===== src/rtl/sw_debounce8_if.sv =====
// Bundles the raw switch lines and enable toward the debouncer together with
// the clean request vector and edge pulses it hands to the priority encoder.
interface sw_debounce8_if;
    logic [7:0] sw_in;
    logic       en;
    logic [7:0] x_out;
    logic       chg;
    logic [7:0] rise;
    logic [7:0] fall;

    modport master (
        output sw_in, en,
        input  x_out, chg, rise, fall
    );

    modport slave (
        input  sw_in, en,
        output x_out, chg, rise, fall
    );
endinterface


===== src/rtl/sw_debounce8.sv =====
// Eight-channel switch conditioner: two-flop synchroniser, independent per-bit
// stability counters, and registered rise/fall/change pulses on the clean vector.
module sw_debounce8 #(
    parameter int STABLE_CYCLES = 50000,
    parameter int CNT_W         = 16
) (
    input logic           clk,
    input logic           rst,
    sw_debounce8_if.slave bus
);
    localparam logic [CNT_W-1:0] CntLast = CNT_W'(STABLE_CYCLES - 1);

    logic [7:0]       s1_q, s2_q;
    logic [7:0]       x_q, x_d;
    logic [7:0]       rise_q, rise_d;
    logic [7:0]       fall_q, fall_d;
    logic             chg_q, chg_d;
    logic [CNT_W-1:0] cnt_q [8];
    logic [CNT_W-1:0] cnt_d [8];

    // A bit flips only after its synchronised value has disagreed with the
    // output for STABLE_CYCLES consecutive enabled edges; any agreement or a
    // low enable clears its counter.
    always_comb begin
        x_d = x_q;
        for (int i = 0; i < 8; i++) begin
            cnt_d[i] = '0;
            if (bus.en && (s2_q[i] != x_q[i])) begin
                if (cnt_q[i] == CntLast) begin
                    x_d[i] = s2_q[i];
                end else begin
                    cnt_d[i] = cnt_q[i] + CNT_W'(1);
                end
            end
        end
        rise_d = x_d & ~x_q;
        fall_d = ~x_d & x_q;
        chg_d  = |(rise_d | fall_d);
    end

    always_ff @(posedge clk) begin
        if (rst) begin
            s1_q   <= '0;
            s2_q   <= '0;
            x_q    <= '0;
            rise_q <= '0;
            fall_q <= '0;
            chg_q  <= 1'b0;
            for (int i = 0; i < 8; i++) begin
                cnt_q[i] <= '0;
            end
        end else begin
            s1_q   <= bus.sw_in;
            s2_q   <= s1_q;
            x_q    <= x_d;
            rise_q <= rise_d;
            fall_q <= fall_d;
            chg_q  <= chg_d;
            for (int i = 0; i < 8; i++) begin
                cnt_q[i] <= cnt_d[i];
            end
        end
    end

    assign bus.x_out = x_q;
    assign bus.rise  = rise_q;
    assign bus.fall  = fall_q;
    assign bus.chg   = chg_q;
endmodule


===== src/flat_wrapper.sv =====
// flat-port wrapper written by rule: the top's interface ports become plain ports
module sw_debounce8_flat 
#(
    parameter int STABLE_CYCLES = 50000,
    parameter int CNT_W         = 16
)
  (clk, rst, bus_sw_in, bus_en, bus_x_out, bus_chg, bus_rise, bus_fall);
  sw_debounce8_if bus_i ();
  input logic clk;
  input logic rst;
  input wire logic [$bits(bus_i.sw_in)-1:0] bus_sw_in;
  input wire logic [$bits(bus_i.en)-1:0] bus_en;
  output wire logic [$bits(bus_i.x_out)-1:0] bus_x_out;
  output wire logic [$bits(bus_i.chg)-1:0] bus_chg;
  output wire logic [$bits(bus_i.rise)-1:0] bus_rise;
  output wire logic [$bits(bus_i.fall)-1:0] bus_fall;
  assign bus_i.sw_in = bus_sw_in;
  assign bus_i.en = bus_en;
  assign bus_x_out = bus_i.x_out;
  assign bus_chg = bus_i.chg;
  assign bus_rise = bus_i.rise;
  assign bus_fall = bus_i.fall;
  sw_debounce8 #(.STABLE_CYCLES(STABLE_CYCLES), .CNT_W(CNT_W)) u_core (.clk(clk), .rst(rst), .bus(bus_i));
endmodule

===== config.mk =====
export PLATFORM = sky130hd
export DESIGN_NAME = sw_debounce8_flat
export DESIGN_NICKNAME = d
export VERILOG_FILES = /design/src/rtl/sw_debounce8_if.sv /design/src/rtl/sw_debounce8.sv /design/src/flat_wrapper.sv
export SDC_FILE = /design/constraint.sdc
export NUM_CORES = 1
export LEC_CHECK = 0
export CAP_MARGIN = 15
export CORE_MARGIN = 2
export CORE_UTILIZATION = 60
export DETAILED_ROUTE_END_ITERATION = 12
export PLACE_DENSITY = 0.8
export SYNTH_ARGS = -nofsm -noshare
export SYNTH_HDL_FRONTEND = slang
export SYNTH_SLANG_ARGS = --single-unit

===== constraint.sdc =====
create_clock -name clk -period 5.03 [get_ports clk]
set_input_delay 1.2575 -clock clk [delete_from_list [all_inputs] [get_ports clk]]
set_output_delay 1.2575 -clock clk [all_outputs]
set_load 0.02 [all_outputs]

==> impl_metrics.json <==
{
  "antenna_found_initial": 0,
  "endpoint_kind": "register",
  "fp.coreArea_um2": 11900,
  "gp_congestion": 0.809,
  "synth_top_area_share_pct": 46.5,
  "cts_num_sinks": 169,
  "synth-edff-count": 0,
  "grt_max_degree": 46,
  "cts-root-buf": "clkbuf_16",
  "tritoncts": "done",
  "post_cts_buffers": 0,
  "rsz0062_at_grt": "no",
  "place.port_buffers": 35,
  "drt_wl_total_mm": 14.1,
  "clk_pin_slew_ns": 0.06,
  "grt_pass1_wl_mm": 23.9,
  "period_needed_ns": 3.32,
  "cp-start-kind": "input pin",
  "r2r_slack_ns": 2.33,
  "status": "finished, final reports clean",
  "peakVddDrop_uv": 266,
  "synth_cell_types": 41,
  "fillers": 884,
  "synth.most_common_cell": "dfxtp_1",
  "skew_ns": 0.00481,
  "drive_above_1_share_pct": 6.60,
  "grt_overflow": 0,
  "cts_resized": 0,
  "grt_pass1_vias": 5352,
  "path_class": "in -> reg",
  "slew_headroom_pct": 42.2,
  "fin_crit_sh_pct": 65.9,
  "vias": 5571,
  "clk_path_buf_depth": 2,
  "viasPerCell": 5.59,
  "synth_top_area_cell": "dfxtp_1",
  "fin_util_pct": 70.1,
  "synthFlopType": "dfxtp_1",
  "ys_ff_latch": 169,
  "hold_viol": 0,
  "io_pins": 36,
  "worstPathMaxFanout": 16,
  "post-route-drc-count": 0,
  "postCtsHoldBufs": 0,
  "htreeDepth": 4,
  "place.detailed.hpwl_mm": 9.86,
  "setup_viol_count_final": 0,
  "synthTopCellsByCount": "dfxtp_1, nor2_1, xnor2_1",
  "syn-mean-instance-area_um2": 9.12,
  "netlist_instances": 798,
  "hold_slack_ns": 0.440,
  "cts_made_buffers": 17,
  "initial_core_util_pct": 61.1,
  "slew_violations": 0,
  "area_growth_pct": 14.8,
  "worstHoldPathType": "reg -> reg",
  "final_antenna_net_count": 0,
  "routedWlPerCell_um": 14.2,
  "die_h_um": 114,
  "fp-row-count": 40,
  "num_antenna_cells": 0,
  "finalSetupTns_ns": 0,
  "die_area_um2": 13000,
  "die_w_um": 114,
  "ys_top_cells_by_area": "dfxtp_1, xnor2_1, nor2_1",
  "arrival_ns": 3.65,
  "insertion_delay_ns": 0.42,
  "worstMarginPinSlew_ns": 0.866,
  "first_pass_iters": 5,
  "maxCapViolCount": 0,
  "drt_iter0_drc": 321,
  "grt_usage_pct": 22.7,
  "required_ns": 5.36,
  "syn-num-nets": 833,
  "max_freq_mhz": 302,
  "mappedNetlistArea_um2": 7280,
  "ys_warn_count": 0,
  "p_per_area_nw_per_um2": 331,
  "nNetsFinal": 871,
  "leakagePower_nw": 2.62,
  "ys_async_sr_fraction_pct": 0,
  "ys_seq_area_share_pct": 46.5
}
[placed cells by master, fill, tap and decap left out, drive strengths merged, types with 4 or more instances in the layout]
cell type / synthesis / final
or4b: 9 / 9
nor3: 22 / 22
nand4b: 4 / 4
clkinv: 0 / 6
mux2i: 6 / 6
a21oi: 9 / 9
nand4: 35 / 35
clkdlybuf4s50: 0 / 34
xor2: 29 / 29
inv: 34 / 35
and4: 4 / 4
dfxtp: 169 / 169
nor4: 38 / 38
bufinv: 0 / 4
xnor2: 87 / 87
nor2: 146 / 146
nand3: 52 / 52
ha: 24 / 24
and2: 6 / 6
nor2b: 33 / 33
clkbuf: 9 / 20
or4: 9 / 9
nand2b: 6 / 6
and3: 4 / 4
nand2: 32 / 32
o21ai: 6 / 6
[worst paths after layout]
path | from | endpoint | cells after the start
hold reg to reg | u_core.s1_q[6] | u_core.s2_q[6] | 1
setup reg to reg | u_core.cnt_q[0][116] | u_core.bus.chg | 8
setup / recovery | bus_en | u_core.cnt_q[0][13] | 4
hold / removal | u_core.s1_q[6] | u_core.s2_q[6] | 1
[registers in the layout (all words and copies together), names as in the netlist]
register	cells
u_core.bus.x_out	8
u_core.bus.chg	1
u_core.bus.rise	8
u_core.s2_q	8
u_core.cnt_q	128
u_core.s1_q	8
u_core.bus.fall	8
[cell families after synthesis]
group	Yosys count	synth area share [%]
fa+ha+maj	24	4.13
buf+inv	51	3.10
xor+xnor	116	14.0
simple gates	410	29.5
mux	9	1.29
flops	169	46.5
compound gates	19	1.55
[stage by stage]
stage               instance area (um2)  setup WS (ns)  cells  total power [mW]
floorplan                          7280           2.30    798              1.40
CTS                                8340           1.76    995              2.78
finish                             8350           1.71    996              2.76
global placement                   7710           1.46    963              1.41
detailed placement                 7710           1.35    963              1.41
global route                       8350           1.51    996              2.85
[report_power, final]
part           internal (mW)  switching, mW  leakage (nW)
combinational         0.0130         0.0172         0.943
sequential              1.35        0.00400          1.36
clock                  0.868          0.517         0.316
[layer usage]
metal	vias up	part of all wire [%]	wire, um	GRT usage [%]
met4	0	1.6	222	7.89
met3	22	4.0	564	6.67
li1	2798	-	-	-
met2	125	51	7140	39.3
met1	2626	44	6210	27.0
met5	-	0	0	0
[final cells by class]
class                   count  area, um2  share of cell area, %
repair buffers             36        353                   4.22
clock inverters            12        170                   2.04
inverters                  34        128                   1.53
flip-flops and latches    169       3380                   40.5
clock buffers              20        467                   5.59
multi-input cells         578       3670                   43.9
well taps                 147        184                   2.20
[worst max-delay path, stage by stage]
cell and delay [ns]:
clkdlybuf4s50_1 0.65, nor2b_1 0.75, nand3_1 0.66, a21oi_1 0.33
No activity file was read; power rests on OpenSTA's default activity.
